### config.mk
export PLATFORM = sky130hd
export DESIGN_NAME = pool_stream_max_flat
export DESIGN_NICKNAME = d
export VERILOG_FILES = /design/src/rtl/pool_stream_max_if.sv /design/src/rtl/pool_stream_max.sv /design/src/flat_wrapper.sv
export SDC_FILE = /design/constraint.sdc
export NUM_CORES = 1
export LEC_CHECK = 0
export CAP_MARGIN = 20
export CORE_ASPECT_RATIO = 1.25
export CORE_MARGIN = 2
export CORE_UTILIZATION = 40
export CTS_CLUSTER_SIZE = 40
export DETAILED_ROUTE_END_ITERATION = 16
export GPL_ROUTABILITY_DRIVEN = 0
export GPL_TIMING_DRIVEN = 1
export MAX_ROUTING_LAYER = met4
export SYNTH_ARGS = -nofsm -noshare
export SYNTH_HDL_FRONTEND = slang
export SYNTH_SLANG_ARGS = --single-unit
export TNS_END_PERCENT = 1
### constraint.sdc
create_clock -name clk -period 4.9 [get_ports clk]
set_input_delay 0.49 -clock clk [delete_from_list [all_inputs] [get_ports clk]]
set_output_delay 0.49 -clock clk [all_outputs]
set_load 0.01 [all_outputs]
### src/rtl/pool_stream_max_if.sv
// pool_stream_max_if: control, pixel-in and pooled-out handshakes of the max-pooler
interface pool_stream_max_if #(
    parameter int DATA_W = 14
);
    logic              start;
    logic              full_width;
    logic              in_valid;
    logic              in_ready;
    logic [DATA_W-1:0] in_data;
    logic              out_valid;
    logic              out_ready;
    logic [DATA_W-1:0] out_data;
    logic              busy;
    logic              frame_done;

    modport master (
        output start, full_width, in_valid, in_data, out_ready,
        input  in_ready, out_valid, out_data, busy, frame_done
    );

    modport slave (
        input  start, full_width, in_valid, in_data, out_ready,
        output in_ready, out_valid, out_data, busy, frame_done
    );
endinterface

### src/rtl/pool_stream_max.sv
// pool_stream_max: streaming POOL_K x POOL_K max-pooler with full-width or per-lane packed compare
module pool_stream_max #(
    parameter int DATA_W = 14,
    parameter int LANES  = 2,
    parameter int IMG_W  = 8,
    parameter int IMG_H  = 8,
    parameter int POOL_K = 2
) (
    input logic              clk,
    input logic              a_reset,
    pool_stream_max_if.slave bus
);
    localparam int LW = DATA_W / LANES;
    localparam int NJ = IMG_W / POOL_K;
    localparam int NR = IMG_H / POOL_K;
    localparam int KW = $clog2(POOL_K);
    localparam int JW = NJ > 1 ? $clog2(NJ) : 1;
    localparam int RW = NR > 1 ? $clog2(NR) : 1;
    localparam logic [KW-1:0] K_LAST = KW'(POOL_K - 1);
    localparam logic [JW-1:0] J_LAST = JW'(NJ - 1);
    localparam logic [RW-1:0] R_LAST = RW'(NR - 1);

    typedef enum logic [1:0] {IDLE, RUN, DRAIN} state_t;

    state_t            r_state, w_next;
    logic              r_mode;
    logic [KW-1:0]     r_kc;
    logic [KW-1:0]     r_wr;
    logic [JW-1:0]     r_j;
    logic [RW-1:0]     r_row;
    logic [DATA_W-1:0] r_pbuf [NJ];
    logic [DATA_W-1:0] r_out_data;
    logic              r_out_valid;
    logic              r_frame_done;
    logic              w_acc;
    logic              w_out_hs;
    logic              w_first;
    logic              w_win_last;
    logic              w_frame_last;
    logic              w_start;
    logic [DATA_W-1:0] w_max;

    // Lanes are compared independently in packed mode so no carry/borrow crosses a lane boundary.
    function automatic logic [DATA_W-1:0] f_max(input logic [DATA_W-1:0] a, input logic [DATA_W-1:0] b,
                                                input logic full);
        logic [DATA_W-1:0] m;
        m = (a > b) ? a : b;
        if (!full)
            for (int i = 0; i < LANES; i++)
                m[i*LW +: LW] = (a[i*LW +: LW] > b[i*LW +: LW]) ? a[i*LW +: LW] : b[i*LW +: LW];
        return m;
    endfunction

    assign bus.in_ready   = (r_state == RUN) & (~r_out_valid | bus.out_ready);
    assign bus.out_valid  = r_out_valid;
    assign bus.out_data   = r_out_data;
    assign bus.busy       = (r_state != IDLE);
    assign bus.frame_done = r_frame_done;

    assign w_acc        = bus.in_valid & bus.in_ready;
    assign w_out_hs     = r_out_valid & bus.out_ready;
    assign w_start      = (r_state == IDLE) & bus.start;
    assign w_first      = (r_kc == '0) & (r_wr == '0);
    assign w_win_last   = (r_kc == K_LAST) & (r_wr == K_LAST);
    assign w_frame_last = w_win_last & (r_j == J_LAST) & (r_row == R_LAST);
    assign w_max        = f_max(r_pbuf[r_j], bus.in_data, r_mode);

    // Next state: DRAIN waits for the final pooled word to be taken before going idle.
    always_comb begin
        w_next = r_state;
        case (r_state)
            IDLE:    w_next = bus.start ? RUN : IDLE;
            RUN:     w_next = (w_acc & w_frame_last) ? DRAIN : RUN;
            DRAIN:   w_next = w_out_hs ? IDLE : DRAIN;
            default: w_next = IDLE;
        endcase
    end

    // State register, compare mode latched only when a frame starts, end-of-frame pulse.
    always_ff @(posedge clk or posedge a_reset) begin
        if (a_reset) begin
            r_state      <= IDLE;
            r_mode       <= 1'b0;
            r_frame_done <= 1'b0;
        end else begin
            r_state      <= w_next;
            r_frame_done <= (r_state == DRAIN) & w_out_hs;
            if (w_start)
                r_mode <= bus.full_width;
        end
    end

    // Position counters: column-in-window, window column, row-in-window, window row.
    always_ff @(posedge clk or posedge a_reset) begin
        if (a_reset) begin
            r_kc  <= '0;
            r_j   <= '0;
            r_wr  <= '0;
            r_row <= '0;
        end else if (w_start) begin
            r_kc  <= '0;
            r_j   <= '0;
            r_wr  <= '0;
            r_row <= '0;
        end else if (w_acc) begin
            r_kc <= (r_kc == K_LAST) ? '0 : r_kc + KW'(1);
            if (r_kc == K_LAST) begin
                r_j <= (r_j == J_LAST) ? '0 : r_j + JW'(1);
                if (r_j == J_LAST) begin
                    r_wr <= (r_wr == K_LAST) ? '0 : r_wr + KW'(1);
                    if (r_wr == K_LAST)
                        r_row <= (r_row == R_LAST) ? '0 : r_row + RW'(1);
                end
            end
        end
    end

    // Running window maxima; the first pixel of a window overwrites, so old frames never leak in.
    always_ff @(posedge clk or posedge a_reset) begin
        if (a_reset) begin
            for (int i = 0; i < NJ; i++)
                r_pbuf[i] <= '0;
        end else if (w_acc) begin
            r_pbuf[r_j] <= w_first ? bus.in_data : w_max;
        end
    end

    // Output register: a new result may replace the word being handed off in the same cycle.
    always_ff @(posedge clk or posedge a_reset) begin
        if (a_reset) begin
            r_out_data  <= '0;
            r_out_valid <= 1'b0;
        end else if (w_acc & w_win_last) begin
            r_out_data  <= w_max;
            r_out_valid <= 1'b1;
        end else if (w_out_hs) begin
            r_out_valid <= 1'b0;
        end
    end
endmodule

### src/flat_wrapper.sv
// flat-port wrapper written by rule: the top's interface ports become plain ports
module pool_stream_max_flat 
#(
    parameter int DATA_W = 14,
    parameter int LANES  = 2,
    parameter int IMG_W  = 8,
    parameter int IMG_H  = 8,
    parameter int POOL_K = 2
)
  (clk, a_reset, bus_start, bus_full_width, bus_in_valid, bus_in_data, bus_out_ready, bus_in_ready, bus_out_valid, bus_out_data, bus_busy, bus_frame_done);
  pool_stream_max_if #(.DATA_W(DATA_W)) bus_i ();
  input logic clk;
  input logic a_reset;
  input wire logic [$bits(bus_i.start)-1:0] bus_start;
  input wire logic [$bits(bus_i.full_width)-1:0] bus_full_width;
  input wire logic [$bits(bus_i.in_valid)-1:0] bus_in_valid;
  input wire logic [$bits(bus_i.in_data)-1:0] bus_in_data;
  input wire logic [$bits(bus_i.out_ready)-1:0] bus_out_ready;
  output wire logic [$bits(bus_i.in_ready)-1:0] bus_in_ready;
  output wire logic [$bits(bus_i.out_valid)-1:0] bus_out_valid;
  output wire logic [$bits(bus_i.out_data)-1:0] bus_out_data;
  output wire logic [$bits(bus_i.busy)-1:0] bus_busy;
  output wire logic [$bits(bus_i.frame_done)-1:0] bus_frame_done;
  assign bus_i.start = bus_start;
  assign bus_i.full_width = bus_full_width;
  assign bus_i.in_valid = bus_in_valid;
  assign bus_i.in_data = bus_in_data;
  assign bus_i.out_ready = bus_out_ready;
  assign bus_in_ready = bus_i.in_ready;
  assign bus_out_valid = bus_i.out_valid;
  assign bus_out_data = bus_i.out_data;
  assign bus_busy = bus_i.busy;
  assign bus_frame_done = bus_i.frame_done;
  pool_stream_max #(.DATA_W(DATA_W), .LANES(LANES), .IMG_W(IMG_W), .IMG_H(IMG_H), .POOL_K(POOL_K)) u_core (.clk(clk), .a_reset(a_reset), .bus(bus_i));
endmodule
==> summary.txt, run 1 <==
Detailed routing
  – WL per Instance: 17.4 µm
  – DRC errors left: 0
  – DR pass1 iterations: 5
  – Via/cell ratio: roughly 5.7
  – Initial drt markers: between 200 and 250
  – DRT antenna net count: 0
  – Post-Route WL: roughly 11 mm
  – Vias after detailed routing: about 3,600

Synthesis
  – Synth top area share: about 45%
  – Yosys reg bits: between 80 and 90
  – Sequential area share after synthesis: between 40% and 50%
  – Area contributors post-synth: dfrtp_1 45%, a31oi_1 9.7%, nor2_1 6.6%
  – Cell variety after synth: 50
  – Syn avg cell area: about 10 µm²
  – Ys flop type: dfrtp_1
  – Yosys warns: 0
  – Synthesized area: around 4500 µm²
  – Syn Nets: slightly below 500
  – Number of synthesized flops with an enable pin: 0
  – Cells after Synth: 452
  – Yosys top cell by area: dfrtp_1
  – Post-synth ARST share: 100%

Timing
  – Max Slew Vio Count: 0
  – Fmax: 0.270 GHz
  – Fin Setup TNS: 0 ns
  – Final Hold Viols: 0
  – Worst Tran Pin Value: between 1 and 1.5 ns
  – Max_slew headroom: 21.9%
  – Period utilisation layout: roughly 75%
  – Skew final: 0.00889 ns
  – Final setup margin: between 1 and 1.5 ns
  – RSZ-0062 raised after global routing: no
  – Tmin final: around 3.7 ns
  – Finish-stage setup viols: 0

Power
  – P_int: 2.39 mW
  – Sw power: 1.78 mW
  – Clk pwr share: between 10% and 20%
  – Switching share of power: between 40% and 50%
  – Power Dens Cells: 790 nW/µm²
  – Logic pwr share: a little over half
  – Seq pwr share: 29.5%
  – Max rail drop VDD: 0.000248 V
  – Power Total: approximately 4.2 mW
  – Leakage power: ~2.2 nW

Clocking
  – # Post-CTS Setup Buffers: 0
  – CTS resizes: 0
  – Clk sinks: slightly above 80
  – Root Driver: clkbuf_16
  – Later-pin clock latency in the skew report: 0.34 ns
  – Num CTS Buffers: 9
  – Post-CTS Hold Buffers: 0
  – Clk slew on worst S/H paths: 0.06 ns
  – TritonCTS clock tree: done
  – Clock Path Buffers: 2
  – H-tree depth: 3

Die
  – Num rows: 43
  – Die ar.: roughly 12,000 µm²
  – I/O pin count: 38
  – Die width: roughly 99 µm
  – Placeable Area: around 11,000 µm²
  – Die Y: about 120 µm
  – Initial core utilization: around 41%

Global route
  – First-pass GRT wire length: 17.9 mm
  – Overall Global Routing Usage: between 10% and 20%
  – Number of global-route vias before repair: ~3,600
  – Initial antenna violation count: 0
  – Gr ovfl total: 0
  – Largest net degree at the start of global routing: 46

Worst setup path
  – Worst Path Buf+Inv: 0
  – CP delay by family, top: compound AO/OA/AOI/OAI gates
  – Startpoint Class: register
  – Arrival @ worst endpoint: a little under 4 ns
  – Crit. End Element: register
  – CP max stage delay: 0.90 ns
  – CP Data Required Time: 5.15 ns
  – CP max FO: 15
  – CP cell instances: mux4_2 > ha_1 > a21oi_2 > a21boi_1 > o311a_4 > o21ai_4 > nand3_1 > a31oi_1
  – WS Path Type: reg2reg
  – CP max stage cell: dfrtp_1

Final layout
  – Commonest non-fill, non-tap cell in the layout: dfrtp_1
  – Most frequent cells in the layout: 81 x dfrtp_1, 80 x nor2_1, 70 x a31oi_1
  – Area growth syn-to-layout: 16.6%
  – Finished layout cell area: approximately 5300 µm²
  – Layout cells sized above 1: between 10% and 20%
  – N_diodes: 0
  – Fin nets: 520
  – Fillers: ~1,000

Place
  – Placed Instance Area: approximately 4900 µm²
  – DP HPWL: roughly 7.6 mm
  – Pre-CTS setup slack: approximately 1.2 ns
  – IO Port Bufs: 37

Hold path
  – Worst hold path class: reg2reg

Run status
  – Outcome: finished clean

Flow run
  – Number of max-cap violations: 0
-- logic make-up (layout without fill, tap and decap cells) --
logic type / Yosys count / in the layout / share of synthesized area (%)
multiplexers: 15 / 15 / 6.95
AND/OR/NAND/NOR: 150 / 150 / 16.4
adder cells (fa/ha/maj): 21 / 21 / 5.81
flip-flops: 81 / 81 / 44.8
XOR/XNOR: 2 / 2 / 0.387
buffers and inverters: 50 / 82 / 5.48
AO/OA/AOI/OAI: 133 / 133 / 20.2
-- layout make-up --
cell class	instances	area [µm²]	share of cell area (%)
Clock buffer	12	256	4.86
Clock inverter	4	75.1	1.42
Inverter	24	91.3	1.73
Multi-Input combinational cell	321	2250	42.6
Sequential cell	81	2030	38.4
Tap cell	135	169	3.20
Timing Repair Buffer	42	408	7.73
-- metal layers --
metal | track usage (%) | vias up | share of wire (%)
met1 | 24.5 | 1751 | 46
met2 | 31.8 | 85 | 48
li1 | - | 1702 | -
met5 | - | - | 0
met4 | 8.05 | 0 | 2.3
met3 | 2.79 | 19 | 3.6
-- state kept, by name, indices dropped and copies added (netlist names) --
signal                 cells
u_core.r_kc                1
u_core.r_state             2
u_core.r_wr                1
u_core.r_row               2
u_core.bus.frame_done      1
u_core.r_pbuf             56
u_core.bus.out_valid       1
u_core.r_mode              1
u_core.bus.out_data       14
u_core.r_j                 2
-- power groups by stage --
| stage | Combinational, mW | Clock (mW) | Sequential [mW] |
|---|---|---|---|
| detailed placement | 2.19 | 0 | 1.24 |
| CTS | 2.20 | 0.761 | 1.23 |
| finish | 2.19 | 0.746 | 1.23 |
| global placement | 2.13 | 0 | 1.22 |
| global route | 2.44 | 0.794 | 1.27 |
| floorplan | 1.71 | 0 | 1.16 |
-- Yosys cell counts (2+ instances only) --
cell	instances
dfrtp_1	81
nor2_1	80
a31oi_1	70
nand3_1	30
inv_1	23
ha_1	21
buf_2	20
o21ai_1	18
mux4_2	13
nand2_1	12
o21ai_2	11
a21oi_1	8
nand3_2	7
and2_1	5
o21a_1	5
o21ai_0	5
nand3_4	3
a21o_1	2
buf_6	2
clkbuf_1	2
nand2b_1	2
nor2b_1	2
nor3_1	2
nor3b_1	2
-- path summary, 6_finish.rpt --
kind / from / end / slack [ns] / depth (start not counted)
min reg2reg: u_core.r_row[0] / u_core.r_row[0] / 0.50 / 1
min in group asynchronous: a_reset / u_core.bus.out_data[5] / 0.61 / 2
max in group asynchronous: a_reset / u_core.r_pbuf[53] / 3.34 / 3
max: u_core.r_j[0] / u_core.r_pbuf[19] / 1.20 / 8
max reg2reg: u_core.r_j[0] / u_core.r_pbuf[19] / 1.20 / 8
min: u_core.r_row[0] / u_core.r_row[0] / 0.50 / 1
-- through the flow --
| stage | cells | hold WS [ns] | util (%) |
|---|---|---|---|
| floorplan | 452 | 0.459 | - |
| global placement | 603 | 0.475 | 44.6 |
| detailed placement | 603 | 0.489 | 44.6 |
| CTS | 619 | 0.499 | 47.6 |
| global route | 619 | 0.510 | 47.6 |
| finish | 619 | 0.498 | 47.6 |
Note: power is estimated with default switching activity, not from simulation.
==> run 2, diff against run 1 <==
Clock period 4.9 ns to 3.5 ns, I/O delays scaled along.
==> run 2 against run 1 <==
  * Routed wire length decreased by 0.21%
  * Sequential share of layout area is 0.18 points lower
  * Via count rose by 0.67%
  * Highest routed layer unchanged
  * Critical path depth increased by 1
==> summary.txt, run 2 (synthesis results as in run 1) <==
Worst setup path
  – FF-to-FF setup slack: 0.22 ns (-0.98 ns)
  – CP max stage cell: mux4_2
  – WS Path Type: reg2reg
  – CP max FO: 18 (+3)
  – R2R Path End: u_core.r_pbuf[3]
  – FF-to-FF path depth: 9 (+1)
  – Beginning of the worst register-to-register path: u_core.r_j[0]
  – Startpoint Class: register
  – Crit. End Element: register
  – CP Data Required Time: 3.75 ns (-1.40 ns)
  – CP cell instances: buf_12 > mux4_2 > ha_1 > a21oi_2 > a21boi_1 > o311a_4 > o21ai_4 > nand3_1 > a31oi_1
  – Arrival @ worst endpoint: 3.53 ns (-0.41 ns)
  – CP max stage delay: 0.57 ns (-0.33 ns)

Detailed routing
  – Initial drt markers: 289 (+24%)
  – Vias after detailed routing: 3,581 (+0.67%)
  – DRT antenna net count: 0 (unchanged)
  – DRC errors left: 0 (unchanged)
  – WL per Instance: 17.2 µm (-1.0%)
  – Post-Route WL: 10.8 mm (-0.21%)
  – DR pass1 iterations: 4 (-1)
  – Via/cell ratio: 5.74 (-0.13%)

Clocking
  – TritonCTS clock tree: done
  – Root Driver: clkbuf_16
  – CTS resizes: 0 (unchanged)
  – H-tree depth: 3 (unchanged)
  – Num CTS Buffers: 9 (unchanged)
  – Later-pin clock latency in the skew report: 0.34 ns (about the same)
  – Clk slew on worst S/H paths: 0.06 ns (about the same)
  – # Post-CTS Setup Buffers: 0 (unchanged)
  – Clk sinks: 81 (unchanged)
  – Clock Path Buffers: 2 (unchanged)
  – Post-CTS Hold Buffers: 0 (unchanged)

Die
  – Num rows: 43 (unchanged)
  – Die ar.: 12,200 µm² (unchanged)
  – Initial core utilization: 40.8% (unchanged)
  – Die Y: 123 µm (unchanged)
  – Die width: 99.1 µm (unchanged)
  – Placeable Area: 11,100 µm² (unchanged)
  – I/O pin count: 38 (unchanged)

Run status
  – Outcome: finished clean

Power
  – Max rail drop VDD: 0.000348 V (+40%)
  – Clk pwr share: 16.1% (-1.8 points)
  – Logic pwr share: 55.3% (+2.7 points)
  – Leakage power: 2.18 nW (+1.2%)
  – Power Dens Cells: 1080 nW/µm² (+37%)
  – Switching share of power: 42.9% (+0.23 points)
  – Seq pwr share: 28.6% (-0.9 points)
  – Sw power: 2.46 mW (+38%)
  – P_int: 3.27 mW (+37%)

Timing
  – Period utilisation layout: 93.7% (+18 points)
  – Max_slew headroom: 57.0% (+35 points)
  – Skew final: 0.00743 ns (-0.00146 ns)
  – Max Slew Vio Count: 0 (unchanged)
  – Fmax: 0.305 GHz (+13%)
  – Worst Tran Pin Value: 0.643 ns (-0.529 ns)
  – RSZ-0062 raised after global routing: no
  – Tmin final: 3.28 ns (-0.420 ns)
  – Finish-stage setup viols: 0 (unchanged)
  – Fin Setup TNS: 0 ns (unchanged)
  – Final Hold Viols: 0 (unchanged)

Final layout
  – Most frequent cells in the layout: 81 x dfrtp_1, 80 x nor2_1, 70 x a31oi_1
  – Layout cells sized above 1: 14.9% (+0.88 points)
  – Area growth syn-to-layout: 17.2%
  – N_diodes: 0 (unchanged)
  – Max reg flops: 56 (unchanged)
  – Fillers: 1,050 (+4.0%)
  – Top reg by flops: u_core.r_pbuf
  – Fin nets: 526 (+1.2%)
  – Final Non-Filler Cells: 624 (+0.81%)
  – Commonest non-fill, non-tap cell in the layout: dfrtp_1

Global route
  – Initial antenna violation count: 0 (unchanged)
  – Overall Global Routing Usage: 19.1% (-0.38 points)
  – Gr ovfl total: 0 (unchanged)
  – First-pass GRT wire length: 17.7 mm (-1.1%)
  – Number of global-route vias before repair: 3,431 (-3.9%)
  – Largest net degree at the start of global routing: 36 (-22%)

Place
  – IO Port Bufs: 37 (unchanged)
  – DP HPWL: 7.59 mm (-0.52%)
  – Placed cells: 609 (+1.0%)

Flow run
  – Number of max-cap violations: 0 (unchanged)

Hold path
  – Worst hold path class: in2async
## run 2: cell types whose count changed in the layout (fill, tap and decap cells not counted)
cell	change
clkinv_2	+2
buf_4	+4
clkbuf_8	-2
clkinvlp_4	-2
clkinv_4	+2
bufinv_16	-1
buf_12	+2
## run 2: critical path, delay by kind of cell, from the launching register on
kind	cells	cell delay [ns]
flops	1	0.37
simple gates	1	0.28
compound gates	5	1.42
mux	1	0.57
buf+inv	1	0.19
fa+ha+maj	1	0.34
## run 2: worst max path at each step
stage,start,to,cells after the start
finish,u_core.r_j[0],u_core.r_pbuf[3],9
global route,u_core.r_j[0],u_core.r_pbuf[31],9
floorplan,u_core.r_j[0],u_core.r_pbuf[21],11
global placement,u_core.r_j[0],u_core.r_pbuf[4],9
detailed placement,u_core.r_j[0],u_core.r_pbuf[33],9
CTS,u_core.r_j[0],u_core.r_pbuf[3],9
## run 2: final cells by class
cell class / instances / area (µm²) / share of cell area [%]
Clock buffer: 10 / 229 / 4.32
Clock inverter: 5 / 57.6 / 1.09
Inverter: 24 / 91.3 / 1.72
Multi-Input combinational cell: 321 / 2250 / 42.4
Sequential cell: 81 / 2030 / 38.3
Tap cell: 135 / 169 / 3.19
Timing Repair Buffer: 48 / 478 / 9.02
## run 2: routing by layer
metal	vias to the layer above	global-route usage [%]	share of wire, %
met4	0	5.39	1.4
met5	-	-	0
li1	1716	-	-
met2	77	30.2	48
met1	1777	25.7	47
met3	11	3.25	3.8
## run 2: metrics by stage
| step | total power, mW | setup WS, ns | cell area [µm²] | util, % | hold slack [ns] |
|---|---|---|---|---|---|
| final | 5.73 | 0.222 | 5300 | 47.8 | 0.279 |
| after global routing | 6.20 | 0.0133 | 5300 | 47.8 | 0.299 |
| after CTS | 5.75 | 0.205 | 5300 | 47.8 | 0.288 |
| after detailed placement | 4.82 | 0.244 | 5010 | 45.2 | 0.492 |
| after global placement | 4.74 | 0.305 | 5010 | 45.2 | 0.480 |
| after floorplan | 4.02 | 0.364 | 4520 | - | 0.459 |
## run 2: power by group through the flow
stage	Combinational, mW	Sequential (mW)	Clock (mW)
floorplan	2.40	1.63	0
global route	3.52	1.69	0.986
global placement	3.10	1.64	0
detailed placement	3.17	1.65	0
CTS	3.18	1.64	0.938
finish	3.17	1.64	0.922
